--- config.mk ---
export PLATFORM = sky130hd
export DESIGN_NAME = sdram_pattern_tester
export DESIGN_NICKNAME = d
export VERILOG_FILES = /design/src/rtl/sdram_tester_pkg.sv /design/src/rtl/sdram_pattern_tester.sv
export SDC_FILE = /design/constraint.sdc
export NUM_CORES = 1
export LEC_CHECK = 0
export BUFFER_PORTS_ARGS = -buffer_cell sky130_fd_sc_hd__buf_2
export CAP_MARGIN = 25
export CELL_PAD_IN_SITES_DETAIL_PLACEMENT = 2
export CELL_PAD_IN_SITES_GLOBAL_PLACEMENT = 2
export CORE_MARGIN = 2
export CORE_UTILIZATION = 31
export DETAILED_ROUTE_END_ITERATION = 10
export MAX_ROUTING_LAYER = met4
export PLACE_DENSITY_LB_ADDON = 0.1
export SYNTH_ARGS = -nofsm -noshare
export SYNTH_HDL_FRONTEND = slang
export SYNTH_SLANG_ARGS = --single-unit
--- constraint.sdc ---
create_clock -name clk_i -period 2.1 [get_ports clk_i]
set_input_delay 0.21 -clock clk_i [delete_from_list [all_inputs] [get_ports clk_i]]
set_output_delay 0.21 -clock clk_i [all_outputs]
set_load 0.05 [all_outputs]
--- src/rtl/sdram_tester_pkg.sv ---
// rtl/sdram_tester_pkg.sv - shared types and helpers for the SDRAM pattern tester
package sdram_tester_pkg;

    typedef enum logic [2:0] {
        IDLE,
        WRITE,
        RD_REQ,
        RD_WAIT,
        PASS,
        FAIL
    } state_e;

    localparam logic [1:0] ERR_NONE     = 2'd0;
    localparam logic [1:0] ERR_MISMATCH = 2'd1;
    localparam logic [1:0] ERR_TIMEOUT  = 2'd2;
    localparam logic [1:0] ERR_SPURIOUS = 2'd3;

    // Only the low 16 address bits feed the pattern; upper bits are ignored.
    function automatic logic [31:0] pat(input logic [15:0] addr_lo, input logic [31:0] seed);
        return seed ^ {~addr_lo, addr_lo};
    endfunction

endpackage

--- src/rtl/sdram_pattern_tester.sv ---
// rtl/sdram_pattern_tester.sv - write/read-back self test on the SDRAM user port
module sdram_pattern_tester
    import sdram_tester_pkg::*;
#(
    parameter int          ADDR_W    = 24,
    parameter int          DATA_W    = 32,
    parameter int          BASE_ADDR = 0,
    parameter int          NUM_WORDS = 1024,
    parameter logic [31:0] SEED      = 32'hA5A5_0F0F,
    parameter int          TIMEOUT   = 4096
) (
    input  logic              clk_i,
    input  logic              rst_n_i,
    input  logic              init_done_i,
    output logic              req_valid_o,
    input  logic              req_ready_i,
    output logic              req_we_o,
    output logic [ADDR_W-1:0] req_addr_o,
    output logic [DATA_W-1:0] req_wdata_o,
    input  logic              rd_valid_i,
    input  logic [DATA_W-1:0] rd_data_i,
    output logic              busy_o,
    output logic              pass_o,
    output logic              fail_o,
    output logic [1:0]        err_code_o,
    output logic [ADDR_W-1:0] err_addr_o,
    output logic [DATA_W-1:0] err_data_o
);

    localparam int IDX_W = (NUM_WORDS > 1) ? $clog2(NUM_WORDS) : 1;
    localparam int TMR_W = $clog2(TIMEOUT + 1);
    localparam logic [IDX_W-1:0]  LAST_IDX = IDX_W'(NUM_WORDS - 1);
    localparam logic [TMR_W-1:0]  TMR_LAST = TMR_W'(TIMEOUT - 1);
    localparam logic [ADDR_W-1:0] BASE     = ADDR_W'(BASE_ADDR);

    state_e              state_q;
    logic [IDX_W-1:0]    idx_q;
    logic [TMR_W-1:0]    timer_q;
    logic                req_valid_q;
    logic                req_we_q;
    logic [ADDR_W-1:0]   req_addr_q;
    logic [DATA_W-1:0]   req_wdata_q;
    logic                busy_q;
    logic                pass_q;
    logic                fail_q;
    logic [1:0]          err_code_q;
    logic [ADDR_W-1:0]   err_addr_q;
    logic [DATA_W-1:0]   err_data_q;

    logic [ADDR_W-1:0]   addr_d;
    logic [DATA_W-1:0]   wdata_d;
    logic                is_last;
    logic                rd_match;

    // req_addr_q always holds BASE + idx, so the next address is a plain increment.
    assign addr_d   = req_addr_q + 1'b1;
    assign wdata_d  = pat(addr_d[15:0], SEED);
    assign is_last  = (idx_q == LAST_IDX);
    assign rd_match = (rd_data_i == pat(req_addr_q[15:0], SEED));

    always_ff @(posedge clk_i or negedge rst_n_i) begin
        if (!rst_n_i) begin
            state_q     <= IDLE;
            idx_q       <= '0;
            timer_q     <= '0;
            req_valid_q <= 1'b0;
            req_we_q    <= 1'b0;
            req_addr_q  <= '0;
            req_wdata_q <= '0;
            busy_q      <= 1'b0;
            pass_q      <= 1'b0;
            fail_q      <= 1'b0;
            err_code_q  <= ERR_NONE;
            err_addr_q  <= '0;
            err_data_q  <= '0;
        end else begin
            case (state_q)
                IDLE: begin
                    if (init_done_i) begin
                        state_q     <= WRITE;
                        idx_q       <= '0;
                        req_valid_q <= 1'b1;
                        req_we_q    <= 1'b1;
                        req_addr_q  <= BASE;
                        req_wdata_q <= pat(BASE[15:0], SEED);
                        busy_q      <= 1'b1;
                    end
                end
                WRITE: begin
                    if (rd_valid_i) begin
                        state_q     <= FAIL;
                        fail_q      <= 1'b1;
                        busy_q      <= 1'b0;
                        req_valid_q <= 1'b0;
                        req_we_q    <= 1'b0;
                        err_code_q  <= ERR_SPURIOUS;
                        err_addr_q  <= req_addr_q;
                    end else if (req_ready_i) begin
                        if (is_last) begin
                            state_q     <= RD_REQ;
                            idx_q       <= '0;
                            req_we_q    <= 1'b0;
                            req_addr_q  <= BASE;
                            req_wdata_q <= '0;
                        end else begin
                            idx_q       <= idx_q + 1'b1;
                            req_addr_q  <= addr_d;
                            req_wdata_q <= wdata_d;
                        end
                    end
                end
                RD_REQ: begin
                    if (rd_valid_i) begin
                        state_q     <= FAIL;
                        fail_q      <= 1'b1;
                        busy_q      <= 1'b0;
                        req_valid_q <= 1'b0;
                        err_code_q  <= ERR_SPURIOUS;
                        err_addr_q  <= req_addr_q;
                    end else if (req_ready_i) begin
                        state_q     <= RD_WAIT;
                        req_valid_q <= 1'b0;
                        timer_q     <= '0;
                    end
                end
                RD_WAIT: begin
                    timer_q <= timer_q + 1'b1;
                    // Data arriving on the timeout cycle wins over the timeout.
                    if (rd_valid_i) begin
                        if (!rd_match) begin
                            state_q    <= FAIL;
                            fail_q     <= 1'b1;
                            busy_q     <= 1'b0;
                            err_code_q <= ERR_MISMATCH;
                            err_addr_q <= req_addr_q;
                            err_data_q <= rd_data_i;
                        end else if (is_last) begin
                            state_q <= PASS;
                            pass_q  <= 1'b1;
                            busy_q  <= 1'b0;
                        end else begin
                            state_q     <= RD_REQ;
                            idx_q       <= idx_q + 1'b1;
                            req_addr_q  <= addr_d;
                            req_valid_q <= 1'b1;
                        end
                    end else if (timer_q == TMR_LAST) begin
                        state_q    <= FAIL;
                        fail_q     <= 1'b1;
                        busy_q     <= 1'b0;
                        err_code_q <= ERR_TIMEOUT;
                        err_addr_q <= req_addr_q;
                    end
                end
                default: begin
                    req_valid_q <= 1'b0;
                    busy_q      <= 1'b0;
                end
            endcase
        end
    end

    assign req_valid_o = req_valid_q;
    assign req_we_o    = req_we_q;
    assign req_addr_o  = req_addr_q;
    assign req_wdata_o = req_wdata_q;
    assign busy_o      = busy_q;
    assign pass_o      = pass_q;
    assign fail_o      = fail_q;
    assign err_code_o  = err_code_q;
    assign err_addr_o  = err_addr_q;
    assign err_data_o  = err_data_q;

endmodule

# Word level (Yosys, flattened, before mapping)
# Index checks and enable logic that the tools add are counted.
[word_totals]
regBits = 145
latchBits = 0
ram_bits = 0
romBits = 0
in_bits = 37
out_inout_bits = 119
elab_cells = 126
mem_count = 0
[op_classes]
addsub = 3
mul = 0
div = 0
order_cmp = 0
eq_ne = 22
n_shift = 0
muxes = 66
bitwise_logic = 5
n_reduce_logical = 17
[ops]
columns = ["operator", "count"]
rows = [
  ["two-way mux 24 bit", 11],
  ["two-way mux 32 bit", 4],
  ["case mux 24 bit (3 select lines)", 1],
  ["two-way mux 10 bit", 7],
  ["inverter 16 bit", 4],
  ["case mux 32 bit (2 select lines)", 1],
  ["case mux 24 bit (2 select lines)", 1],
  ["equality test 32 bit", 1],
  ["two-way mux 3 bit", 10],
  ["case mux 10 bit (3 select lines)", 1],
  ["two-way mux 13 bit", 2],
  ["case mux 13 bit (2 select lines)", 1],
  ["adder 24 x 1 -> 24 bit, second input constant", 1],
  ["AND reduction 4 bit", 5],
  ["!= test 2 bit, second input constant", 9],
  ["two-way mux 1 bit", 17],
  ["!= test 3 bit, second input constant", 5],
  ["adder 13 x 1 -> 13 bit, second input constant", 1],
  ["equality test 13 x 12 -> 1 bit, second input constant", 1],
  ["case mux 3 bit (4 select lines)", 1],
  ["AND reduction 6 bit", 2],
  ["adder 10 x 1 -> 10 bit, second input constant", 1],
  ["equality test 10 bit, second input constant", 1],
  ["two-way mux 2 bit", 4],
  ["16 further kinds", 21],
]

# Logic depth before layout (Yosys ltp)
# Gate-level depths: netlist (run 1).
[depth]
word_depth = 7
depth_mapped = 10
mapped_depth_nobuf = 7

# Least setup slack after synthesis (run 1)
# Ideal clock, no wire load.
[synth_path]
path_type = "register -> register"
start = "register req_addr_q[10], in the netlist req_addr_o[10]"
end = "register req_addr_q[5], in the netlist req_addr_o[5]"
setup_ns = 0.104
arrival_ns = 2.512
required_ns = 1.996
slack_ns = -0.516
stages_incl_launch_ff = 9
n_path_buf = 2
synth_period_minus_slack_ns = 2.616
path_cell_list = "dfrtp_1 buf_2 xor2_1 nor4_2 o2111ai_1 o31a_1 or3_1 buf_2 o41ai_2"
[synth_between]
elab_chain_len = 5
[synth_lines]
columns = ["element", "line_no", "source"]
rows = [
  ["start, declared", "sdram_pattern_tester.sv:41", "logic [ADDR_W-1:0] req_addr_q;"],
  ["start signal, assigned", "sdram_pattern_tester.sv:107", "req_addr_q <= addr_d;"],
  ["start signal, assigned", "sdram_pattern_tester.sv:144", "req_addr_q <= addr_d;"],
  ["inverter 16 bit", "sdram_tester_pkg.sv:20", "return seed ^ {~addr_lo, addr_lo};"],
  ["inverter 16 bit (no source line) (*)", "--", ""],
  ["equality test 32 bit (*)", "sdram_pattern_tester.sv:59", "assign rd_match = (rd_data_i == pat(req_addr_q[15:0], SEED));"],
  ["!= test 2 bit (no source line) (*)", "--", ""],
  ["AND reduction 7 bit (no source line) (*)", "--", ""],
]
# Mark *: on every way between the ends. The rest lies on a longest branch, timed or not.
# A chain may end at the register's enable or synchronous reset.

# Worst setup path after layout (run 1)
[layout_path]
start = "register req_addr_q[0], in the netlist req_addr_o[0]"
end = "register idx_q[2]"
[layout_between]
elab_chain_len = 5
[layout_lines]
columns = ["element", "line_no", "source"]
rows = [
  ["inverter 16 bit", "sdram_tester_pkg.sv:20", ""],
  ["inverter 16 bit (no source line) (*)", "--", ""],
  ["equality test 32 bit (*)", "sdram_pattern_tester.sv:59", ""],
  ["!= test 2 bit (no source line) (*)", "--", ""],
  ["AND reduction 7 bit (no source line) (*)", "--", ""],
  ["end signal, assigned", "sdram_pattern_tester.sv:106", "idx_q <= idx_q + 1'b1;"],
  ["end signal, assigned", "sdram_pattern_tester.sv:143", "idx_q <= idx_q + 1'b1;"],
  ["end, declared", "sdram_pattern_tester.sv:37", "logic [IDX_W-1:0] idx_q;"],
]
# Marked as above.

==> metrics, run 1 <==
# diodes 0; switching portion of total power 33.3%; CP Capture Type flip-flop; vias per cell 5.47; Routed Wire Length 32000 um; Die ar. 0.0231 sq mm; type of the worst setup path reg -> reg; Rows 54; Die X 152 um; Min-Delay Path Class in -> reg; share of layout cells above drive strength 1 54.5%; Leak 0.00504 uW; Clock Power Share 41.6%; RD Place Congestion 0.814; initial antenna violation count 0; origin of the worst min-delay path rd_data_i[15]; Slowest-stage cell, CP o31a_2; most common cell after layout, fill and taps aside buf_2; WHS Endpoint err_data_o[15]; Max Slew Vio Count 0; crit path time final 2.62 ns; ys flop type dfrtp_1; clock slew seen by the registers of the worst setup and hold paths 0.06 ns; Syn Std Cell Area 0.00678 sq mm; number of CTS-inserted buffers 17; Pint 5460 uW; Final Net Count 953; violated checks setup timing; Reg-to-Reg Start req_addr_o[0]; Final Core Density 48.7%; skew final 0.0103 ns; Port Buf Inserts 155; Flop pwr share 36.9%; Worst Tran Pin Value 0.598 ns; Gate Count Post-Synth 640; I/O Pins 156; Final setup viols 102; switching power total 2720 uW; Post-Syn Area per Cell 10.6 sq um; DR pass1 iterations 4; DRC viols 0; CTS sink count 137; pin count of the biggest net entering global routing 39; most frequent cells in the layout buf_2 (155), dfrtp_1 (121), buf_4 (112); FF-to-FF path depth 8; Clock Latency Late Sink 0.43 ns; status finished with violations; CP cell instances xor2_2, and4_1, o2111ai_2, o31a_2, buf_6, buf_16, o21ai_0, a21oi_1; reg-to-reg endpoint idx_q[2]; Crit Path Max Fanout 6; Seq cells post-synth 137; Async SR Flop Fraction 100%; CP Data Required Time 2.38 ns; Yosys cell types 56; Area Growth Syn to Fin 55.4%; Tcrit/Tclk final 125%; hpwl dp 18200 um; syn_nets 680; htree depth 4; GRT Overall Usage 25.6%; metal2 WL 16000 um; RSZ-0062 raised after global routing yes; crit path DAT 2.90 ns; DRT met1 WL 13700 um; DR WL/cell 26.5 um; Startpoint Class flip-flop; worst hold path depth 2; routed via count 6598; PnR worst setup slack -0.521 ns; FMAX 382 MHz; WL met3 1320 um; vias in the first global route 7212; Comb pwr share 21.5%; initial DRC count 373; Pwr Density 777 mW/mm^2; clock root buffer clkbuf_16; VDD IR max 520 uV; CP startpoint req_addr_o[0]; Final Hold Vio Count 0; slowest stage delay, CP 0.47 ns; total design power 8190 uW; grt ovf 0; EDFF count, synth 0; sequential area share after synthesis 50.6%; top routing layer used met4; Yosys warning count 0; Slew Limit Headroom 60.1%; Initial Utilization 31.4%; core region area 0.0216 sq mm; Die Span Y 152 um; first-pass GRT wire length 44400 um; max-cap violations 0; FF-to-FF setup slack -0.52 ns; CTS tree built; Detail Route Antenna Nets 0; CTS Buffer Depth 2
sequential cells by signal (all words and copies together), names as in the netlist, 2 cells and up:
name         cells
req_addr_o      24
req_wdata_o     24
err_addr_o      24
state_q          3
timer_q         13
idx_q           10
err_data_o      32
err_code_o       2
metal layers:
metal  vias to the layer above  GRT usage (%)
met4                         0           5.96
li1                       2845              -
met3                        55           4.91
met5                         -              -
met1                      3474           33.2
met2                       224           41.6
power groups by stage:
| stage | clock network (uW) | registers [uW] | logic, uW |
|---|---|---|---|
| 6_report | 3400 | 3020 | 1760 |
| 5_1_grt | 3580 | 3040 | 1860 |
| 4_1_cts | 3440 | 3010 | 1700 |
| 3_3_place_gp | 0 | 3030 | 1590 |
| 3_5_place_dp | 0 | 3050 | 1630 |
| 2_1_floorplan | 0 | 3640 | 492 |
final cells by class:
type	count	area, sq um
clock buffers	19	433
multi-input cells	438	3760
well taps	280	350
fillers	2225	11100
inverters	10	37.5
repair buffers	309	2290
clock inverters	13	215
flip-flops and latches	137	3450
worst max path at each step:
stage | end | slack [ns] | cells past startpoint
after floorplan | req_addr_o[15] | -0.30 | 8
after global placement | req_valid_o | -0.35 | 7
after detailed placement | err_data_o[6] | -0.38 | 7
after CTS | idx_q[9] | -0.32 | 8
after global routing | idx_q[2] | -0.54 | 8
final | idx_q[2] | -0.52 | 8
timing repair:
action,in CTS,in global routing
resized for setup,118,68
pin swaps,45,23
buffers inserted,15,15
gates cloned,7,4
endpoints found under the setup margin,103,104
hold buffers,1,0
endpoints found under the hold margin,33,0
cell families after synthesis:
kind of cell	after synthesis	share of synthesized area [%]
simple gates	177	14.0
compound gates	148	13.8
flops	137	50.6
buf+inv	66	5.02
mux	56	9.30
xor+xnor	53	6.85
fa+ha+maj	3	0.554
metrics by stage:
| stage | hold WS (ns) | std cells | TNS, ns | setup WS, ns | cell area (sq um) |
|---|---|---|---|---|---|
| global placement | 0.160 | 1138 | -23.13 | -0.350 | 8610 |
| CTS | 0.0334 | 1189 | -21.40 | -0.321 | 9990 |
| finish | 0.0556 | 1206 | -36.01 | -0.521 | 10500 |
| detailed placement | 0.155 | 1138 | -29.40 | -0.377 | 8610 |
| floorplan | -0.0856 | 640 | -19.59 | -0.301 | 6890 |
| global route | 0.0501 | 1206 | -42.19 | -0.538 | 10500 |
worst max-delay path, delay by kind of cell (launching register included):
family,cells,cell delay [ns]
AO/OA/AOI/OAI,4,1.12
XOR/XNOR,1,0.24
buffers and inverters,2,0.36
flip-flops,1,0.46
AND/OR/NAND/NOR,1,0.29
cells in the mapped netlist, types with 8 or more instances:
cell type  number  area share (%)
dfrtp_1       137              51
o21ai_0        59             4.4
nand2_1        46             2.5
mux2_2         39             6.5
nor2_1         28             1.6
xor2_1         27             3.5
a21oi_1        26             1.9
xnor2_1        26             3.4
clkbuf_1       23             1.3
o31ai_1        21             2.3
nand3_1        19             1.4
buf_2          17             1.3
mux2_1         17             2.8
buf_4          11             1.2
nand4_1        11             1.0
or3_1          11             1.0
inv_1          10            0.55
and3_1          9            0.83
or4_1           9             1.0
o211ai_1        8            0.89
No activity file was read; power rests on OpenSTA's default activity.
==> run 2, diff against run 1 <==
REMOVE_ABC_BUFFERS = 1   (was unset)
==> metrics, run 2 (same netlist as run 1, synthesis figures left out) <==
Slew Limit Headroom 53.6% (-6.5 points); WHS Endpoint err_data_o[19]; skew final 0.0115 ns (+0.00120 ns); CP top delay family simple AND/OR/NAND/NOR gates; vias per cell 5.42 (-0.84%); CP most frequent cell buf_6; violated checks setup timing; share of layout cells above drive strength 1 52.3% (-2.3 points); Min-Delay Path Class in -> reg; Area Growth Syn to Fin 53.2%; number of flip-flops under the largest register name 32 (unchanged); Final Net Count 957 (+0.42%); clock root buffer clkbuf_16; Reg-to-Reg Start req_addr_o[3]; footprint of the multi-input gates 0.00366 sq mm (-2.6%); Rows 54 (unchanged); worst hold path depth 2 (unchanged); RSZ-0062 raised after global routing yes; grt ovf 0 (unchanged); Setup TNS Final -46.92 ns (-10.91 ns); Detail Route Antenna Nets 0 (unchanged); GRT Overall Usage 25.5% (-0.099 points); crit path time final 2.68 ns (+0.0553 ns); Clock Latency Late Sink 0.44 ns (about the same); first-pass GRT wire length 44700 um (+0.64%); status finished with violations; most frequent cells in the layout buf_2 (154), dfrtp_1 (131), buf_4 (127); type of the worst setup path reg -> reg; Pwr Density 778 mW/mm^2 (about the same); fillers 2208 (-0.76%); CP Capture Type flip-flop; reg-to-reg endpoint err_addr_o[4]; routed via count 6564 (-0.52%); Leak 0.00505 uW (+0.27%); Crit Path Max Fanout 5 (-1); Die Span Y 152 um (unchanged); Max Slew Vio Count 0 (unchanged); origin of the worst min-delay path rd_data_i[19]; I/O Pins 156 (unchanged); Worst Tran Pin Value 0.696 ns (+0.0981 ns); Port Buf Inserts 155 (unchanged); register area 0.00344 sq mm (-0.36%); # diodes 0 (unchanged); CTS sink count 137 (unchanged); Post-Layout Cell Count 1210 (+0.33%); Tcrit/Tclk final 127% (+2.6 points); CTS tree built; PnR worst setup slack -0.576 ns (-0.0553 ns); vias in the first global route 7374 (+2.2%); DR pass1 iterations 4 (unchanged); VDD IR max 568 uV (+9.4%); Buf/Inv on CP 4 (+2); Initial Utilization 31.4% (unchanged); htree depth 4 (unchanged); core region area 0.0216 sq mm (unchanged); DR WL/cell 26.3 um (-0.83%); max-cap violations 0 (unchanged); hpwl dp 18000 um (-1.2%); pin count of the biggest net entering global routing 67 (+72%); FF-to-FF setup slack -0.58 ns (-0.06 ns); most common cell after layout, fill and taps aside buf_2; FMAX 374 MHz (-2.1%); RD Place Congestion 0.798 (-2.0%); number of CTS-inserted buffers 17 (unchanged); Placed Instances 1148 (+0.88%); CTS Buffer Depth 2 (unchanged); Routed Wire Length 31800 um (-0.50%); Die ar. 0.0231 sq mm (unchanged); CP Data Required Time 2.42 ns (+0.04 ns); initial antenna violation count 0 (unchanged); DRC viols 0 (unchanged); Final Hold Vio Count 0 (unchanged); Startpoint Class flip-flop; FF-to-FF path depth 10 (+2); slowest stage delay, CP 0.42 ns (-0.05 ns); CP cell instances xnor2_1, nor4_4, nand4_1, buf_4, buf_6, nor3_4, buf_6, a31oi_4, clkbuf_16, mux2_1; Final setup viols 100 (-2.0%); clock slew seen by the registers of the worst setup and hold paths 0.07 ns (about the same); Slowest-stage cell, CP dfrtp_1; crit path DAT 2.99 ns (+0.09 ns); initial DRC count 314 (-16%); Die X 152 um (unchanged)
==> run 2: cell types whose count changed in the layout (fill, tap and decap cells not counted), sizes merged <==
cell | before | now
clkinvlp | 1 | 2
clkbuf | 23 | 19
buf | 304 | 311
clkinv | 4 | 3
inv | 13 | 16
bufinv | 5 | 4
nor2 | 29 | 28
==> run 2: routing by layer <==
metal / global-route usage (%) / up-vias / wire, um
li1: - / 2828 / -
met1: 31.5 / 3482 / 13100
met2: 42.8 / 181 / 16500
met3: 3.02 / 73 / 1020
met4: 9.92 / 0 / 1220
met5: - / - / 0
==> run 2: repair_timing <==
| action | in CTS | in global routing |
|---|---|---|
| endpoints found under the setup margin | 103 | 107 |
| pin swaps | 31 | 29 |
| gates cloned | 4 | 2 |
| hold buffers | 1 | 0 |
| resized for setup | 103 | 61 |
| setup buffers | 17 | 10 |
| endpoints found under the hold margin | 61 | 0 |
==> run 2: per-stage QoR <==
stage                     total power, uW  setup slack, ns  hold WS, ns  utilization (%)  area, sq um
final                                8080           -0.576       0.0441             48.0        10400
after CTS                            8030           -0.436       0.0347             46.1         9960
after floorplan                      4050            -1.18      -0.0856                -         6480
after global routing                 8350           -0.650       0.0397             48.0        10400
after detailed placement             4650           -0.635        0.290             40.1         8670
after global placement               4600           -0.703        0.267             40.1         8670
==> run 2: worst max-delay path by stage <==
stage                     cells past startpoint          start            end
after floorplan                               6  req_addr_o[7]  err_data_o[0]
after global placement                        6  req_addr_o[4]  req_addr_o[5]
after detailed placement                      6  req_addr_o[4]  req_addr_o[5]
after CTS                                     9  req_addr_o[2]       idx_q[6]
after global routing                         10  req_addr_o[3]  err_addr_o[4]
final                                        10  req_addr_o[3]  err_addr_o[4]
==> run 2: power by group <==
group / leakage (uW) / internal [uW] / switching, uW
clock: 0.000307 / 2020 / 1350
sequential: 0.00183 / 2840 / 162
combinational: 0.00292 / 450 / 1260
==> run 2: layout make-up <==
cell class	instances	area share, %
sequential	137	33.1
clock buffer	17	4.10
tap	280	3.37
clock inverter	15	2.05
multi-input combinational	437	35.2
timing repair buffer	314	21.8
inverter	10	0.361
